<file path="src/rtl/wb_buffer.sv">
// Writeback buffer: DEPTH-entry FIFO between MEM and the register-file write port, one-cycle latency.
// Optional WB_STALL_CNT_EN adds a saturating stall_cycles counter of offered-but-refused cycles.
module wb_buffer #(
  parameter int DEPTH = 2
) (
  input  logic        clk,
  input  logic        rst,
  input  logic        in_valid,
  output logic        in_ready,
  input  logic        in_wb_en,
  input  logic        in_mem_r_en,
  input  logic [4:0]  in_dest,
  input  logic [31:0] in_alu_result,
  input  logic [31:0] in_mem_data,
  input  logic        rf_stall,
  output logic        WB_Write_Enable,
  output logic [4:0]  WB_Dest,
  output logic [31:0] WB_Data,
`ifdef WB_STALL_CNT_EN
  output logic [31:0] pending,
  output logic [31:0] stall_cycles
`else
  output logic [31:0] pending
`endif
);

  localparam int PW = $clog2(DEPTH);
  localparam int CW = PW + 1;
  localparam logic [CW-1:0] FULL = CW'(DEPTH);
  localparam logic [PW-1:0] LAST = PW'(DEPTH - 1);

  logic [4:0]    dest_q [DEPTH];
  logic [31:0]   data_q [DEPTH];
  logic [PW-1:0] rd_ptr;
  logic [PW-1:0] wr_ptr;
  logic [CW-1:0] count;

  logic          accept;
  logic          store;
  logic          retire;
  logic [PW-1:0] age;

  function automatic logic [PW-1:0] ptr_inc(input logic [PW-1:0] p);
    return (p == LAST) ? '0 : p + 1'b1;
  endfunction

  assign in_ready = (count != FULL);
  assign accept   = in_valid && in_ready;
  // Writes to r0 or non-writing instructions are consumed but never occupy a slot.
  assign store    = accept && in_wb_en && (in_dest != 5'd0);
  assign retire   = (count != '0) && !rf_stall;

  always_ff @(posedge clk or posedge rst) begin
    if (rst) begin
      rd_ptr <= '0;
      wr_ptr <= '0;
      count  <= '0;
      for (int i = 0; i < DEPTH; i++) begin
        dest_q[i] <= '0;
        data_q[i] <= '0;
      end
    end else begin
      if (store) begin
        dest_q[wr_ptr] <= in_dest;
        data_q[wr_ptr] <= in_mem_r_en ? in_mem_data : in_alu_result;
        wr_ptr         <= ptr_inc(wr_ptr);
      end
      if (retire) begin
        rd_ptr <= ptr_inc(rd_ptr);
      end
      case ({store, retire})
        2'b10:   count <= count + 1'b1;
        2'b01:   count <= count - 1'b1;
        default: count <= count;
      endcase
    end
  end

  assign WB_Write_Enable = retire;
  assign WB_Dest         = (count != '0) ? dest_q[rd_ptr] : 5'd0;
  assign WB_Data         = (count != '0) ? data_q[rd_ptr] : 32'd0;

  // An entry is live when its distance from the head is below count.
  always_comb begin
    pending = '0;
    age     = '0;
    for (int i = 0; i < DEPTH; i++) begin
      age = PW'(i) - rd_ptr;
      if ({1'b0, age} < count) begin
        pending[dest_q[i]] = 1'b1;
      end
    end
    pending[0] = 1'b0;
  end

`ifdef WB_STALL_CNT_EN
  always_ff @(posedge clk or posedge rst) begin
    if (rst) begin
      stall_cycles <= '0;
    end else if (in_valid && !in_ready && (stall_cycles != 32'hFFFF_FFFF)) begin
      stall_cycles <= stall_cycles + 32'd1;
    end
  end
`endif

endmodule

</file>
<file path="config.mk">
export PLATFORM = sky130hd
export DESIGN_NAME = wb_buffer
export DESIGN_NICKNAME = d
export VERILOG_FILES = /design/src/rtl/wb_buffer.sv
export SDC_FILE = /design/constraint.sdc
export NUM_CORES = 1
export LEC_CHECK = 0
export ABC_AREA = 1
export CAP_MARGIN = 20
export CORE_UTILIZATION = 43
export DETAILED_ROUTE_END_ITERATION = 16
export PLACE_DENSITY = 0.87
export SETUP_SLACK_MARGIN = 0.15
export SLEW_MARGIN = 20
export SYNTH_ARGS = -nofsm -noshare
export SYNTH_HDL_FRONTEND = slang
export SYNTH_SLANG_ARGS = --single-unit
</file>
<file path="constraint.sdc">
create_clock -name clk -period 2.3 [get_ports clk]
set_input_delay 0.46 -clock clk [delete_from_list [all_inputs] [get_ports clk]]
set_output_delay 0.46 -clock clk [all_outputs]
set_load 0.02 [all_outputs]
</file>
### Yosys cells after proc, flatten, opt, wreduce, memory -nomap -nowiden

Index checks and enable logic that the tools add are counted.

* $add $sub $neg: 6
* magnitude comparators: 9
* equal/unequal tests: 3
* muxes and demuxes: 24
* bitwise gates (word level): 3
* reductions and logical operators: 11

Operators by type and width (number)
* 32-bit 2-to-1 mux: 8
* 64-bit bitwise mux: 1
* 32-bit demux with 1-bit select: 1
* 32-bit OR: 1
* 5-bit 2-to-1 mux: 5
* 5-bit by 6-bit less-than comparator with 1-bit output (second input constant): 2
* 10-bit bitwise mux: 1
* 1-bit demux with 5-bit select: 2
* 5-bit by 1-bit greater-or-equal comparator with 1-bit output (second input constant): 2
* 1-bit logical AND: 7
* 5-bit demux with 1-bit select: 1
* 5-bit nonzero test: 1
* 2-bit greater-or-equal comparator (second input constant): 2
* 1-bit by 2-bit less-than comparator with 1-bit output: 2
* 1-bit 2-to-1 mux: 4
* 1-bit inverter with 2-bit output: 2
* 2-bit one-hot mux with 2 select lines: 1
* 2-bit nonzero test: 2
* 1-bit adder (second input constant): 2
* 2-bit by 1-bit adder with 2-bit output (second input constant): 1
* 2-bit by 1-bit == test with 1-bit output (second input constant): 1
* 2-bit == test (second input constant): 1
* 2-bit by 1-bit less-than comparator with 1-bit output (second input constant): 1
* 2-bit != test (second input constant): 1
* other kinds (3): 4

* register bits after elaboration: 78
* input bits: 75
* output and inout bits: 71
* logic and storage cells: 63

### Depth between registers and ports, before layout

Gate-level depths: netlist of the first run.

* depth after elaboration: 7
* depth in mapped cells: 8

### Worst setup path before layout of the first run

OpenSTA, ideal clock, no wires.

* path type: reg-to-output
* start: register rd_ptr
* end: output WB_Dest[1]
* arrival time: 1435 ps
* path slack: 405 ps
* cell stages (with the launch flop): 6
* path buffers: 2
* path through: dfrtp_1 -> buf_2 -> clkinv_1 -> clkbuf_1 -> nor2_1 -> a211oi_1

* word-level cells in the longest chain between the ends: 5

RTL lines
* start, declared: RTL line 34 `logic [PW-1:0] rd_ptr;`
* start signal, assigned: RTL line 69 `rd_ptr <= ptr_inc(rd_ptr);`
* 1-bit inverter with 2-bit output (not written as such): RTL line 80 `assign WB_Dest = (count != '0) ? dest_q[rd_ptr] : 5'd0;`
* 5-bit 2-to-1 mux (not written as such) (3 in a row): RTL line 80
* 5-bit 2-to-1 mux: RTL line 80
* end, declared: RTL line 17 `output logic [4:0] WB_Dest,`

Every way passes these cells. The select of a mux whose other input is x is not followed.

### Final worst setup path of the first run

* start: register count[0]
* end: output pending[16]

* word-level cells in the longest chain between the ends: 4
* elaborated cells on any way between the ends: 5
* those cells by class: order compare (2); mux (2); bitwise (1)

RTL lines
* start, declared: RTL line 36 `logic [CW-1:0] count;`
* start signal, assigned: RTL line 72 `2'b10: count <= count + 1'b1;`
* start signal, assigned: RTL line 73 `2'b01: count <= count - 1'b1;`
* start signal, assigned: RTL line 74 `default: count <= count;`
* 1-bit by 2-bit less-than comparator with 1-bit output: RTL line 89 `if ({1'b0, age} < count) begin`
* 32-bit 2-to-1 mux: RTL line 89
* 32-bit OR (no source line)
* 32-bit 2-to-1 mux *: RTL line 89
* end, declared: RTL line 23 `output logic [31:0] pending`

Mark *: on every way between the ends. The rest lies on a longest branch, timed or not.

==> impl_metrics.json, run 1 <==
{
  "worstHoldStart": "data_q[53]",
  "grt_usage_pct": 25.7,
  "tightest_slew_ps": 511,
  "dr_total_vias": 5324,
  "synth_edf_count": 0,
  "fin_area_mm2": 0.00664,
  "synth-adder-area-share_pct": 0.269,
  "post_drt_wl_per_cell_um": 15.2,
  "leakage_uw": 0.00329,
  "antenna_cells": 0,
  "p_seq_share_pct": 28.6,
  "yosys-top-cells-count": "317 x nand2_1, 78 x dfrtp_1, 74 x nand4_1",
  "globalplace.congestion": 0.931,
  "fin_crit_ps": 2190,
  "fin_hold_ws_ps": 473,
  "crit_arrival_ps": 1730,
  "crit_fanout": 16,
  "async_flop_share_pct": 100,
  "ys_seq_area_share_pct": 42.0,
  "final_layout_size_suffix_gt1_share_pct": 18.3,
  "insertion_delay_ps": 350,
  "fin_skew_ps": 6.37,
  "rr_endpoint": "count[1]",
  "synthMuxAreaShare_pct": 0,
  "vias_per_cell": 5.50,
  "synth_compound_area_share_pct": 8.15,
  "synth_area_leaders": "dfrtp_1 42%, nand2_1 26%, nand4_1 10%, nand3_1 4.7%, a21oi_1 3.6%",
  "start_kind": "flop",
  "r2r_start": "count[0]",
  "drc": 0,
  "tns_ps": 0,
  "wl_um": 14700,
  "period_share_pct": 95.2,
  "ys_seq_elements": 78,
  "cts_hold_buffers": 0,
  "multi_input_area_mm2": 0.00253,
  "holdPathStages": 2,
  "ff2ff_setup_slack_ps": 450,
  "synth_area_mm2": 0.00465,
  "hold_viol": 0,
  "grt_pass1_wl_um": 23300,
  "grt_overflow": 0,
  "ff_latch_area_mm2": 0.00196,
  "dieWidth_um": 106,
  "syn_inst": 683,
  "combPwrFrac_pct": 57.9,
  "critPathKind": "reg -> out",
  "grt_pass1_vias": 4961,
  "nFillCells": 901,
  "power_density_mw_per_mm2": 1330,
  "grt_start_max_net_pins": 77,
  "status": "finished clean",
  "required_ps": 1840,
  "synthSimpleGateAreaFrac_pct": 42.6,
  "relSlewSlack_pct": 65.9,
  "synth_area_leader_cell": "dfrtp_1",
  "synth-main-ff-cell": "dfrtp_1",
  "yosysMostFrequentCell": "nand2_1",
  "cts_buffers": 9,
  "initial_core_util_pct": 44.7,
  "fmax_mhz": 457,
  "synthXorXnorAreaFrac_pct": 0.565,
  "cts_sinks": 78,
  "yosysWarnings": 0,
  "drv_slew": 0,
  "root_buffer": "clkbuf_8",
  "clkTransAtPathRegs_ps": 80,
  "place_hpwl_um": 9480,
  "synth.top_cell.area_share_pct": 42.0,
  "min_to": "data_q[53]",
  "pin_count": 146,
  "switching_share_pct": 47.3,
  "synthDistinctLibCells": 25,
  "numPortBuffers": 144,
  "tritoncts": "yes",
  "end_kind": "primary output",
  "dieArea_mm2": 0.0112,
  "area_growth_pct": 42.7,
  "htree_levels": 3,
  "drt-initial-drc-count": 408,
  "antenna_left": 0,
  "rsz0062_at_grt": "yes",
  "clk_path_buf_depth": 2,
  "core-area_mm2": 0.0104,
  "drt_pass1_iterations": 7,
  "vdd_drop_max_uv": 552,
  "p_int_uw": 4640,
  "cap_violations": 0,
  "grt_antenna_before_repair": 0,
  "rows": 37,
  "synth.avg_cell_area_um2": 6.81,
  "dpl-instance-area_mm2": 0.00639,
  "synth_top_family_by_area": "simple AND/OR/NAND/NOR gates",
  "dieHeight_um": 106,
  "syn-num-nets": 759,
  "p_clk_share_pct": 13.5,
  "p_sw_uw": 4170,
  "hold_path.class": "reg -> reg",
  "reg2regPathDepth": 9,
  "finalSetupViolCount": 0,
  "layout.nets": 903
}
-- metrics by stage --
stage / utilization (%) / setup WS, ps / std cells / power, uW
after floorplan: - / 405 / 683 / 5260
after global placement: 61.3 / 99.8 / 942 / 7350
after detailed placement: 61.3 / 98.2 / 942 / 7470
after CTS: 64.1 / 19.1 / 964 / 8460
after global routing: 63.7 / 26.8 / 968 / 9380
final: 63.7 / 110 / 968 / 8810
-- cell usage in the layout (no fill, tap or decap), types with 2 or more instances in the layout --
cell             count
xor2_1               2
clkdlybuf4s15_2      9
nand3_2              4
bufinv_16            2
a21oi_4              5
buf_6                7
buf_2               27
inv_1               14
dlygate4sd2_1        2
clkdlybuf4s50_1     75
nor2_1              11
o21ai_0             19
nor3_1               3
nor3_2               5
clkbuf_2            23
nand4_1             74
buf_12              10
nand2_1            316
o21ai_1             12
a211oi_1             4
clkbuf_8            12
dfrtp_1             74
a21oi_1             28
buf_4               32
dfrtp_2              4
nand3_1             40
-- power groups by stage --
stage | Clock (uW) | Sequential (uW) | Combinational, uW
after floorplan | 0 | 2370 | 2880
after global placement | 0 | 2450 | 4890
after detailed placement | 0 | 2490 | 4980
after CTS | 1190 | 2480 | 4790
after global routing | 1250 | 2600 | 5530
final | 1190 | 2520 | 5100
-- cell families after synthesis --
kind of cell	after synthesis
other cells	1
flops	78
xor+xnor	3
fa+ha+maj	1
buf+inv	71
compound gates	71
simple gates	458
-- sequential cells by signal, indices dropped and copies added, names as in the netlist --
register and count:
count 2, data_q 64, dest_q 10, rd_ptr 1, wr_ptr 1
-- worst max path at each step --
stage,start,to,slack [ps],cells past startpoint
global route,count[0],pending[16],30,6
global placement,rd_ptr,pending[16],100,5
finish,count[0],pending[16],110,6
detailed placement,rd_ptr,WB_Dest[1],100,4
floorplan,rd_ptr,WB_Dest[1],410,5
CTS,count[0],WB_Data[24],20,6
-- layout make-up --
cell class,instances,share of cell area (%)
Sequential cell,78,29.5
Clock buffer,13,2.54
Clock inverter,3,0.980
Tap cell,136,2.56
Timing Repair Buffer,187,25.3
Multi-Input combinational cell,534,38.1
Inverter,17,1.02
-- worst max-delay path, stage by stage (launching register included) --
cell             delay, ps
dfrtp_1                410
inv_2                   90
o21ai_4                200
buf_12                 170
nand3_1                 80
o21ai_1                120
clkdlybuf4s15_2        300
-- per-layer routing --
metal  wire, um  vias up  track usage (%)
met5          0        -                0
met4        376        0             10.9
met3       1130       45             3.80
met2       7370      293             45.6
met1       5800     2419             31.1
li1           -     2567                -
-- what timing repair did --
| action | in CTS | in global routing |
|---|---|---|
| endpoints found under the setup margin | 69 | 64 |
| gates resized for setup | 198 | 135 |
| buffers inserted | 6 | 3 |
| cloned | 0 | 1 |
| pin swaps | 1 | 1 |
(Power assumes the default switching activity.)
==> run 2: changes to the inputs <==
--- a/config.mk
+++ b/config.mk
@@ -7,9 +7,10 @@
 export LEC_CHECK = 0
 export ABC_AREA = 1
 export CAP_MARGIN = 20
-export CORE_UTILIZATION = 43
+export CORE_UTILIZATION = 58
 export DETAILED_ROUTE_END_ITERATION = 16
-export PLACE_DENSITY = 0.87
+export DONT_BUFFER_PORTS = 1
+export PLACE_DENSITY = 0.85
 export SETUP_SLACK_MARGIN = 0.15
 export SLEW_MARGIN = 20
 export SYNTH_ARGS = -nofsm -noshare
==> run 2 against run 1 <==
  * Combinational power down 9.4%
  * Clock-buffer cell count fell by 2
  * Routed wire length down 4.1%
  * Worst setup slack got worse by 160 ps
  * Worst hold slack got worse by 410 ps
  * Power is 6.9% lower
  * First-iteration DRC count grew 35%
  * Fmax decreased by 6.7%
  * The run now ends with negative setup slack left
  * Clock skew rose by 5.2 ps
  * Register-to-register slack better by 40 ps
  * Critical path type unchanged
  * Highest routed layer unchanged
  * Clock power is 14% lower
==> impl_metrics.json, run 2 (same netlist as run 1, synthesis figures left out) <==
{
  "tns_ps": -46.0,
  "final_layout_size_suffix_gt1_share_pct": 18.6,
  "antenna_left": 0,
  "reg_top3": "data_q: 64 flops, dest_q: 10 flops, count: 2 flops",
  "numPortBuffers": 0,
  "period_share_pct": 102,
  "antenna_cells": 0,
  "clk_path_buf_depth": 2,
  "largest_reg_flops": 64,
  "cap_violations": 0,
  "dieHeight_um": 91.6,
  "hold_viol": 0,
  "violations": "negative setup slack",
  "grt_pass1_vias": 4458,
  "fmax_mhz": 426,
  "slowest_delay_ps": 460,
  "post_drt_wl_per_cell_um": 17.3,
  "place_hpwl_um": 8470,
  "initial_core_util_pct": 60.2,
  "vias_per_cell": 6.21,
  "critPathKind": "reg -> out",
  "dieArea_mm2": 0.00838,
  "cp_slowest_cell": "dfrtp_2",
  "htree_levels": 3,
  "start_kind": "flop",
  "dr_total_vias": 5046,
  "nFillCells": 623,
  "fin_hold_ws_ps": 62.7,
  "grt_antenna_before_repair": 0,
  "relSlewSlack_pct": 58.8,
  "vdd_drop_max_uv": 661,
  "leakage_uw": 0.00273,
  "finalSetupViolCount": 1,
  "grt_pass1_wl_um": 21100,
  "core-area_mm2": 0.00773,
  "grt_usage_pct": 31.8,
  "tritoncts": "yes",
  "largest-register": "data_q",
  "cp_cell_sequence": "clkinvlp_4, nor3_4, nand3_1, o21ai_1, buf_4",
  "globalplace.congestion": 0.906,
  "area_growth_pct": 19.4,
  "layout.nets": 783,
  "setup_ws_ps": -46.0,
  "required_ps": 1840,
  "mostFrequentLayoutCells": "316 x nand2_1, 74 x nand4_1, 72 x dfrtp_1",
  "clkTransAtPathRegs_ps": 80,
  "cts_sinks": 78,
  "fin_skew_ps": 11.5,
  "power_density_mw_per_mm2": 1480,
  "crit_arrival_ps": 1890,
  "drt-initial-drc-count": 549,
  "grt_overflow": 0,
  "pin_count": 146,
  "dieWidth_um": 91.6,
  "drt_pass1_iterations": 5,
  "drc": 0,
  "status": "finished, violations left",
  "crit_fanout": 6,
  "cts_hold_buffers": 0,
  "rsz0062_at_grt": "yes",
  "hold_path.class": "in -> async",
  "cts_buffers": 9,
  "final_common_cell": "nand2_1",
  "rows": 32,
  "tightest_slew_ps": 621,
  "root_buffer": "clkbuf_8",
  "grt_start_max_net_pins": 79,
  "insertion_delay_ps": 350,
  "drv_slew": 0,
  "end_kind": "primary output",
  "wl_um": 14100,
  "fin_crit_ps": 2350
}
run 2: changes by cell type in the layout (fill, tap and decap cells not counted), moves of 13 or more:
cell	change
clkdlybuf4s50_1	-75
buf_4	+28
buf_2	-27
clkbuf_2	-23
a21oi_2	+17
a21oi_1	-13
run 2: layout make-up:
cell class	count	area, um^2	area share [%]
Clock buffer	11	141	2.55
Timing Repair Buffer	67	568	10.2
Multi-Input combinational cell	534	2630	47.3
Inverter	17	82.6	1.49
Tap cell	102	128	2.30
Clock inverter	4	47.5	0.856
Sequential cell	78	1960	35.3
run 2: worst max-delay path, delay by kind of cell, from the launching register on:
family,cells,cell delay (ps)
AND/OR/NAND/NOR,2,520
flip-flops,1,460
buffers and inverters,2,420
AO/OA/AOI/OAI,1,130
run 2: worst paths after layout:
kind,from,to,slack (ps),cells after the start
min in group clk,in_dest[3],dest_q[3],260,2
setup reg to reg,count[0],count[1],490,7
max in group asynchronous,rst,rd_ptr,1850,2
hold / removal,rst,data_q[47],60,2
setup / recovery,dest_q[9],pending[24],-50,5
hold reg to reg,data_q[0],data_q[0],470,2
run 2: stage by stage:
step	setup WS [ps]	std cells	instance area [um^2]	util [%]	total power, uW
3_5_place_dp	353	786	5010	64.9	6380
5_1_grt	-68.7	813	5560	71.9	8700
4_1_cts	-22.0	802	5240	67.7	7470
6_report	-46.0	813	5560	71.9	8200
3_3_place_gp	462	786	5010	64.9	6220
2_1_floorplan	405	683	4660	-	5260
run 2: power breakdown:
part / switching, uW / internal (uW)
combinational: 3190 / 1430
sequential: 532 / 2030
clock: 497 / 522
total: 4220 / 3980
run 2: repair_timing:
| item | CTS | global route |
|---|---|---|
| resized for setup | 10 | 67 |
| pin swaps | 0 | 3 |
| setup buffers | 0 | 11 |
| cloned | 1 | 0 |
| setup endpoints to repair | 37 | 59 |
run 2: layer usage:
layer | wire length, um | vias to the layer above | global-route usage, %
li1 | - | 2326 | -
met2 | 6750 | 342 | 52.1
met1 | 5520 | 2321 | 41.9
met5 | 0 | - | 0
met3 | 1350 | 57 | 5.36
met4 | 457 | 0 | 13.1
